==> src/rtl/shift_reg_sequencer_pkg.sv <==
// -----------------------------------------------------------------------------
// shift_seq_pkg
// Shared definitions for the shift register sequencer: the controller state
// encoding, the shift direction constants and the default register width.
// -----------------------------------------------------------------------------
package shift_seq_pkg;

   // Controller states
   typedef enum logic [1:0] {
      IDLE  = 2'b00,
      CLEAR = 2'b01,
      SHIFT = 2'b10,
      CHECK = 2'b11
   } state_e;

   // Direction encoding as seen on req_dir and sr_shift
   localparam logic DIR_RIGHT = 1'b0;   // new bit enters the MSB
   localparam logic DIR_LEFT  = 1'b1;   // new bit enters the LSB

   // Default shift register / request word width
   localparam int DEFAULT_WIDTH = 4;

endpackage : shift_seq_pkg

==> src/rtl/shift_reg_sequencer.sv <==
// -----------------------------------------------------------------------------
// shift_reg_sequencer
// Controller for one bidirectional serial shift register. A word and a
// direction are accepted through a valid/ready handshake, the register is
// cleared for one cycle, the word is driven in serially (LSB first for a right
// shift, MSB first for a left shift), and the register's parallel output is
// then compared against the word. The result is posted with a one-cycle done
// pulse and held until the next result.
//
// Ports
//   clk          rising-edge clock, shared with the shift register
//   reset        asynchronous active-high reset
//   req_valid    request present
//   req_ready    high only in IDLE
//   req_dir      0 = right shift, 1 = left shift
//   req_data     word to be loaded serially
//   sr_reset     shift register reset (controller reset OR CLEAR state)
//   sr_shift     shift register direction input
//   sr_data_in   shift register serial input
//   sr_data_out  shift register parallel output
//   busy         high in every state except IDLE
//   done         one-cycle result pulse
//   rsp_data     register contents captured in CHECK
//   rsp_match    rsp_data equals the requested word
// -----------------------------------------------------------------------------
module shift_reg_sequencer
   import shift_seq_pkg::*;
#(
   parameter  int WIDTH = DEFAULT_WIDTH,
   localparam int CNT_W = $clog2(WIDTH)
) (
   input  logic             clk,
   input  logic             reset,
   input  logic             req_valid,
   output logic             req_ready,
   input  logic             req_dir,
   input  logic [WIDTH-1:0] req_data,
   output logic             sr_reset,
   output logic             sr_shift,
   output logic             sr_data_in,
   input  logic [WIDTH-1:0] sr_data_out,
   output logic             busy,
   output logic             done,
   output logic [WIDTH-1:0] rsp_data,
   output logic             rsp_match
);

   localparam logic [CNT_W-1:0] CNT_LAST = CNT_W'(WIDTH - 1);
   localparam logic [CNT_W-1:0] CNT_ONE  = CNT_W'(1);

   state_e             state_q,     state_d;
   logic [WIDTH-1:0]   word_q,      word_d;
   logic               dir_q,       dir_d;
   logic [CNT_W-1:0]   cnt_q,       cnt_d;
   logic               done_q,      done_d;
   logic [WIDTH-1:0]   rsp_data_q,  rsp_data_d;
   logic               rsp_match_q, rsp_match_d;
   logic               sr_data_in_s;

   // State and datapath registers
   always_ff @(posedge clk or posedge reset) begin
      if (reset) begin
         state_q     <= IDLE;
         word_q      <= {WIDTH{1'b0}};
         dir_q       <= DIR_RIGHT;
         cnt_q       <= {CNT_W{1'b0}};
         done_q      <= 1'b0;
         rsp_data_q  <= {WIDTH{1'b0}};
         rsp_match_q <= 1'b0;
      end else begin
         state_q     <= state_d;
         word_q      <= word_d;
         dir_q       <= dir_d;
         cnt_q       <= cnt_d;
         done_q      <= done_d;
         rsp_data_q  <= rsp_data_d;
         rsp_match_q <= rsp_match_d;
      end
   end

   // Next-state and datapath update logic
   always_comb begin
      state_d     = state_q;
      word_d      = word_q;
      dir_d       = dir_q;
      cnt_d       = cnt_q;
      done_d      = 1'b0;
      rsp_data_d  = rsp_data_q;
      rsp_match_d = rsp_match_q;

      case (state_q)
         IDLE: begin
            if (req_valid) begin
               word_d  = req_data;
               dir_d   = req_dir;
               state_d = CLEAR;
            end else begin
               state_d = IDLE;
            end
         end
         CLEAR: begin
            cnt_d   = {CNT_W{1'b0}};
            state_d = SHIFT;
         end
         SHIFT: begin
            // Exit on the last bit; the counter is never advanced past CNT_LAST
            if (cnt_q == CNT_LAST) begin
               state_d = CHECK;
            end else begin
               cnt_d   = cnt_q + CNT_ONE;
               state_d = SHIFT;
            end
         end
         CHECK: begin
            rsp_data_d  = sr_data_out;
            rsp_match_d = (sr_data_out == word_q);
            done_d      = 1'b1;
            state_d     = IDLE;
         end
         default: begin
            state_d = IDLE;
         end
      endcase
   end

   // Serial bit select, decoded from registered state and counter only
   always_comb begin
      sr_data_in_s = 1'b0;
      if (state_q == SHIFT) begin
         if (dir_q == DIR_LEFT) begin
            sr_data_in_s = word_q[CNT_LAST - cnt_q];
         end else begin
            sr_data_in_s = word_q[cnt_q];
         end
      end else begin
         sr_data_in_s = 1'b0;
      end
   end

   // The register clears with the controller, and for the single CLEAR cycle
   assign sr_reset   = reset | (state_q == CLEAR);
   // Direction is held between transfers so the register never sees a spurious change
   assign sr_shift   = dir_q;
   assign sr_data_in = sr_data_in_s;

   assign req_ready  = (state_q == IDLE);
   assign busy       = (state_q != IDLE);
   assign done       = done_q;
   assign rsp_data   = rsp_data_q;
   assign rsp_match  = rsp_match_q;

endmodule : shift_reg_sequencer
==> config.mk <==
export PLATFORM = sky130hd
export DESIGN_NAME = shift_reg_sequencer
export DESIGN_NICKNAME = d
export VERILOG_FILES = /design/src/rtl/shift_reg_sequencer_pkg.sv /design/src/rtl/shift_reg_sequencer.sv
export SDC_FILE = /design/constraint.sdc
export NUM_CORES = 1
export LEC_CHECK = 0
export BUFFER_PORTS_ARGS = -buffer_cell sky130_fd_sc_hd__buf_2
export CORE_MARGIN = 3
export CORE_UTILIZATION = 45
export DETAILED_ROUTE_END_ITERATION = 16
export PLACE_DENSITY = 0.74
export SLEW_MARGIN = 20
export SYNTH_ARGS = -nofsm -noshare
export SYNTH_HDL_FRONTEND = slang
export SYNTH_SLANG_ARGS = --single-unit
==> constraint.sdc <==
create_clock -name clk -period 1.7 [get_ports clk]
set_input_delay 0.085 -clock clk [delete_from_list [all_inputs] [get_ports clk]]
set_output_delay 0.085 -clock clk [all_outputs]
set_load 0.005 [all_outputs]
==> flow_metrics.tcl, run 1 <==
set metrics [dict create \
    setup.worst_path.class "flop to primary output" \
    synthDominantAreaCellType "sky130_fd_sc_hd__dfrtp_1" \
    final_cell_mix "sky130_fd_sc_hd__buf_2 (22), sky130_fd_sc_hd__dfrtp_1 (15), sky130_fd_sc_hd__mux2_1 (11)" \
    postLayoutCellArea_um2 924.6 \
    p_leak_nw 0.4624 \
    detailroute.via_count 549 \
    timing.critical_path.to_type "primary output" \
    cts.path.max_buffers 2 \
    area_growth_pct 20.16 \
    synth.area.top_cells "sky130_fd_sc_hd__dfrtp_1 (49%), sky130_fd_sc_hd__mux2_1 (16%), sky130_fd_sc_hd__ha_1 (8.1%)" \
    yosys.cell_types.count 22 \
    irDropWorstVdd_mv 0.9463 \
    holdPathEnd "word_q[0]" \
    max_cap_viol_count 0 \
    timing.hold.worst.class "input port to flop" \
    ff_latch_area_um2 375.4 \
    average_footprint_of_a_synthesized_cell_um2 12.41 \
    cp_data_required_time_ns 1.62 \
    relSlewSlack_pct 63.63 \
    final-hold-violation-count 0 \
    sum_of_buffers_and_inverters_on_the_critical_path 1 \
    worst_ep_arrival_time_ns 1.49 \
    timing.rr.start "state_q[0]" \
    fraction_of_layout_instances_using_a_drive_strength_above_1_pct 31.82 \
    dieWidth_um 47.35 \
    final_core_util_pct 59.31 \
    report.final.slew_viol_count 0 \
    mostFrequentLayoutCell "sky130_fd_sc_hd__buf_2" \
    postSynthNetCount 79 \
    wl_per_cell_um 13.07 \
    hp-start "req_data[0]" \
    multi_input_comb_area_um2 367.9 \
    cts_root_buf "sky130_fd_sc_hd__clkbuf_4" \
    core-area_um2 1559 \
    cts_tree "built" \
    antenna_cells 0 \
    ys_seq_elements 15 \
    grt_max_degree 16 \
    finalWeightedCongestion 0.7176 \
    powerDensity_nw_per_um2 1738 \
    final.fill_count 123 \
    critPathLaunchType "flop" \
    fin_nets 106 \
    pin_count 23 \
    post-route-period-util_pct 92.92 \
    cts_post_setup_buffers_inserted 0 \
    worst_setup_hold_path_clk_slew_ns 0.08 \
    cts_num_sinks 15 \
    setup_repair_after_global_routing_missed_its_margin "false" \
    count_of_buffers_inserted_at_the_top_level_ports 22 \
    std_cell_rows 14 \
    fmax_mhz 633.0 \
    setup-violations-final 0 \
    synth_sequential_area_ratio_pct 48.78 \
    setup_tns_ns 0 \
    synth-warning-count 0 \
    regToRegEndpoint "sr_shift" \
    slowest_delay_ns 0.49 \
    viasPerCell 5.279 \
    slack_of_the_worst_reg_to_reg_path_ns 0.31 \
    syn_inst 62 \
    ant_nets 0 \
    r2r.worst_path.cells 4 \
    floorplan.initialDensity_pct 49.36 \
    grt_util_all_layers_pct 15.75 \
    clock_insertion_delay_worst_skew_ns 0.28 \
    tritoncts.num_buffers 3 \
    yosysTopAreaCellShare_pct 48.78 \
    dieArea_um2 2242 \
    final_period_minus_worst_setup_slack_ns 1.580 \
    dieHeight_um 47.35 \
    cp_max_fo 9 \
    crit_slowest_cell "sky130_fd_sc_hd__dfrtp_1" \
    netlist_area_um2 769.5 \
    layout.cells.non_filler 104 \
    post_dp_cell_area_um2 888.4 \
    timing.critical_path.cells "mux2_1 > o221ai_1 > nor3_1 > buf_2" \
    routed_wirelength_um 1359 \
    initial_antenna_violation_count 0 \
    hold_path_depth 2 \
    cts.htree.levels 1 \
    critical_path.top_delay_family "flip-flops" \
    max_slew.worst_pin.slew_ns 0.5450 \
    post-route-drc-count 0 \
    drt_pre_antenna_iters 2 \
    grt_overflow_total 0 \
    clock_skew_ns 0.004611 \
    place.detailed.instances 99 \
    run_status "finished clean" \
    vias_in_the_first_global_route 528 \
    first_pass_grt_wire_length_um 2304 \
    drc_marker_count_from_the_first_detailed_route_iteration 1 \
]
per-layer routing:
metal  part of all wire (%)  up-vias  track usage, %
li1                       -      271               -
met1                     41      258           18.10
met2                     49       15           24.60
met3                    6.5        5           5.747
met4                    2.8        0           9.945
met5                      0        -               0
flip-flops by register name (all words and copies together) (netlist names):
signal,cells
rsp_data,4
cnt_q,2
done,1
rsp_match,1
word_q,4
state_q,2
sr_shift,1
how the worst max path moves through the flow:
| stage | from | cells past startpoint | slack [ns] | end |
|---|---|---|---|---|
| after floorplan | state_q[0] | 4 | 0.43 | sr_shift |
| after detailed placement | state_q[0] | 4 | 0.31 | sr_shift |
| after global placement | state_q[0] | 4 | 0.35 | word_q[2] |
| after CTS | cnt_q[1] | 4 | 0.10 | sr_data_in |
| after global routing | cnt_q[1] | 4 | 0.01 | sr_data_in |
| final | cnt_q[1] | 4 | 0.12 | sr_data_in |
area by class of cell:
cell class                 count  share of cell area [%]
clock buffer                   4                   2.842
inverter                       4                   1.624
multi-input combinational     42                   39.78
sequential                    15                   40.60
tap                           16                   2.165
timing repair buffer          23                   12.99
metrics by stage:
step	hold slack [ns]	power, mW	worst slack, ns
finish	0.01353	1.607	0.1203
global route	0.01558	1.770	0.01216
CTS	0.008612	1.635	0.1033
detailed placement	0.1703	1.431	0.3146
global placement	0.1762	1.392	0.3508
floorplan	-0.01352	1.191	0.4334
cells by family (layout without fill, tap and decap cells):
logic type / count (synthesis) / in the layout / synth area share, %
compound gates: 7 / 7 / 5.853
buf+inv: 5 / 31 / 3.414
simple gates: 13 / 13 / 10.24
xor+xnor: 4 / 4 / 4.552
fa+ha+maj: 5 / 5 / 8.130
mux: 13 / 13 / 19.02
flops: 15 / 15 / 48.78
report_power, final:
group / internal (mW) / total (mW) / switching [mW]
Clock: 0.0911 / 0.196 / 0.105
Combinational: 0.404 / 0.705 / 0.301
Sequential: 0.535 / 0.706 / 0.171
synth_stat cells:
master	count
sky130_fd_sc_hd__a21o_1	1
sky130_fd_sc_hd__a21oi_1	2
sky130_fd_sc_hd__a22o_1	1
sky130_fd_sc_hd__buf_6	1
sky130_fd_sc_hd__dfrtp_1	15
sky130_fd_sc_hd__ha_1	5
sky130_fd_sc_hd__inv_1	4
sky130_fd_sc_hd__mux2_1	11
sky130_fd_sc_hd__mux2_2	2
sky130_fd_sc_hd__nand2_1	3
sky130_fd_sc_hd__nand3b_1	2
sky130_fd_sc_hd__nor2_1	1
sky130_fd_sc_hd__nor3_1	1
sky130_fd_sc_hd__nor3b_1	1
sky130_fd_sc_hd__nor4_1	1
sky130_fd_sc_hd__o21ai_0	1
sky130_fd_sc_hd__o21ai_1	1
sky130_fd_sc_hd__o221ai_1	1
sky130_fd_sc_hd__or2_1	1
sky130_fd_sc_hd__or2_2	1
sky130_fd_sc_hd__or3b_1	2
sky130_fd_sc_hd__xor2_1	4
repair_timing:
item	4_1_cts	5_1_grt
endpoints found under the hold margin	15	0
resized for setup	0	0
hold buffers	1	0
Power figures use the tool's default switching activity.
==> run 2, diff against run 1 <==
Settings changed: CORE_UTILIZATION 45 to 49, PLACE_DENSITY 0.74 to 0.79, TNS_END_PERCENT from default to 5.
==> flow_metrics.tcl, run 2 (same netlist as run 1, synthesis figures left out) <==
set metrics [dict create \
    run_status "finished clean" \
    power.clock.fraction_pct 12.4 \
    wl_per_cell_um 13.21 \
    setup.worst_path.class "flop to primary output" \
    multi_input_comb_area_um2 367.9 \
    relSlewSlack_pct 62.87 \
    max_slew.worst_pin.slew_ns 0.5564 \
    tritoncts.num_buffers 3 \
    cp_data_required_time_ns 1.62 \
    critPathLaunchType "flop" \
    ff_latch_area_um2 376.6 \
    cts_root_buf "sky130_fd_sc_hd__clkbuf_4" \
    floorplan.initialDensity_pct 55.66 \
    ant_nets 0 \
    final_cell_mix "sky130_fd_sc_hd__buf_2 (22), sky130_fd_sc_hd__dfrtp_1 (14), sky130_fd_sc_hd__mux2_1 (11)" \
    post-route-period-util_pct 90.42 \
    grt_util_all_layers_pct 15.46 \
    dieHeight_um 45.63 \
    cp_max_fo 6 \
    count_of_buffers_inserted_at_the_top_level_ports 22 \
    area_growth_pct 20.16 \
    powerDensity_nw_per_um2 1752 \
    max_cap_viol_count 0 \
    fmax_mhz 650.5 \
    grt_overflow_total 0 \
    critical_path.top_delay_family "flip-flops" \
    half_perimeter_wire_length_after_detailed_placement_um 1060 \
    sw_frac_of_total_pct 36.15 \
    initial_antenna_violation_count 0 \
    setup-violations-final 0 \
    worst_ep_arrival_time_ns 1.45 \
    cts_tree "built" \
    final.fill_count 100 \
    clock_insertion_delay_worst_skew_ns 0.27 \
    dieArea_um2 2082 \
    antenna_cells 0 \
    timing.critical_path.cells "inv_1 > ha_1 > o221ai_1 > nor3_1 > buf_2" \
    finalWeightedCongestion 0.6881 \
    irDropWorstVdd_mv 0.9804 \
    core-area_um2 1383 \
    slowest_delay_ns 0.42 \
    p_switching_mw 0.5855 \
    detailroute.via_count 542 \
    timing.hold.worst.class "input port to flop" \
    power.share.sequential_pct 43.9 \
    sum_of_buffers_and_inverters_on_the_critical_path 2 \
    worst_setup_hold_path_clk_slew_ns 0.09 \
    fraction_of_layout_instances_using_a_drive_strength_above_1_pct 32.95 \
    post_dp_cell_area_um2 887.1 \
    drc_marker_count_from_the_first_detailed_route_iteration 2 \
    clock_skew_ns 0.002895 \
    postLayoutCellArea_um2 924.6 \
    setup_repair_after_global_routing_missed_its_margin "false" \
    first_pass_grt_wire_length_um 2263 \
    pin_count 23 \
    crit_slowest_cell "sky130_fd_sc_hd__dfrtp_1" \
    mostFrequentLayoutCell "sky130_fd_sc_hd__buf_2" \
    drt_pre_antenna_iters 4 \
    slack_of_the_worst_reg_to_reg_path_ns 0.31 \
    report.final.slew_viol_count 0 \
    timing.critical_path.to_type "primary output" \
    final-hold-violation-count 0 \
    post-route-drc-count 0 \
    fin_nets 106 \
    cts.path.max_buffers 2 \
    p_leak_nw 0.4611 \
    viasPerCell 5.262 \
    cts_num_sinks 15 \
    grt_max_degree 16 \
    cts_post_setup_buffers_inserted 0 \
    routed_wirelength_um 1361 \
    vias_in_the_first_global_route 539 \
    setup_tns_ns 0 \
    combinationalPowerShare_pct 43.8 \
    std_cell_rows 13 \
    cts.htree.levels 1 \
    internal_dissipation_mw 1.034 \
    dieWidth_um 45.63 \
    final_period_minus_worst_setup_slack_ns 1.537 \
]
-- run 2: routing by layer --
| layer | track usage (%) | vias to the layer above | share of wire (%) |
|---|---|---|---|
| met5 | 0 | - | 0 |
| met4 | 8.772 | 0 | 1.2 |
| met3 | 2.767 | 2 | 5.0 |
| met2 | 24.23 | 12 | 45 |
| met1 | 19.85 | 254 | 48 |
| li1 | - | 274 | - |
-- run 2: worst register-to-register path: cells and delay by family (launching register included) --
family        cells  cell delay [ns]
flops             1             0.40
mux               1             0.36
fa+ha+maj         1             0.23
simple gates      1             0.21
buf+inv           1             0.08
-- run 2: power by group through the flow --
stage,Sequential (mW),Clock (mW),Combinational [mW]
after global routing,0.744,0.225,0.804
final,0.710,0.200,0.709
after floorplan,0.670,0,0.521
after CTS,0.708,0.207,0.723
after global placement,0.701,0,0.687
after detailed placement,0.716,0,0.714
-- run 2: metrics by stage --
step,utilization (%),hold slack [ns],power (mW),setup slack [ns],instances
after floorplan,-,-0.01352,1.191,0.4334,62
after global placement,64.16,0.1662,1.388,0.3755,98
after detailed placement,64.16,0.1779,1.430,0.3270,98
after CTS,66.79,0.01119,1.638,0.09157,103
after global routing,66.88,0.01523,1.772,0.02158,103
final,66.88,0.01585,1.620,0.1628,103
-- run 2: what timing repair did --
item,4_1_cts,5_1_grt
gates resized for setup,0,1
endpoints found under the setup margin,0,1
endpoints found under the hold margin,15,0
hold buffers,1,0
-- run 2: path summary, 6_finish.rpt --
check / start / cells after the start / end
min: req_data[2] / 2 / word_q[2]
min reg2reg: rsp_data[2] / 1 / rsp_data[2]
max reg2reg: state_q[0] / 4 / word_q[0]
max: state_q[0] / 5 / sr_data_in
max in group asynchronous: reset / 3 / cnt_q[1]
min in group asynchronous: reset / 3 / cnt_q[0]
-- run 2: final cells by class --
type / count / area share [%]
Timing Repair Buffer: 23 / 12.99
Tap cell: 15 / 2.030
Clock buffer: 4 / 2.842
Sequential cell: 15 / 40.73
Multi-Input combinational cell: 42 / 39.78
Inverter: 4 / 1.624
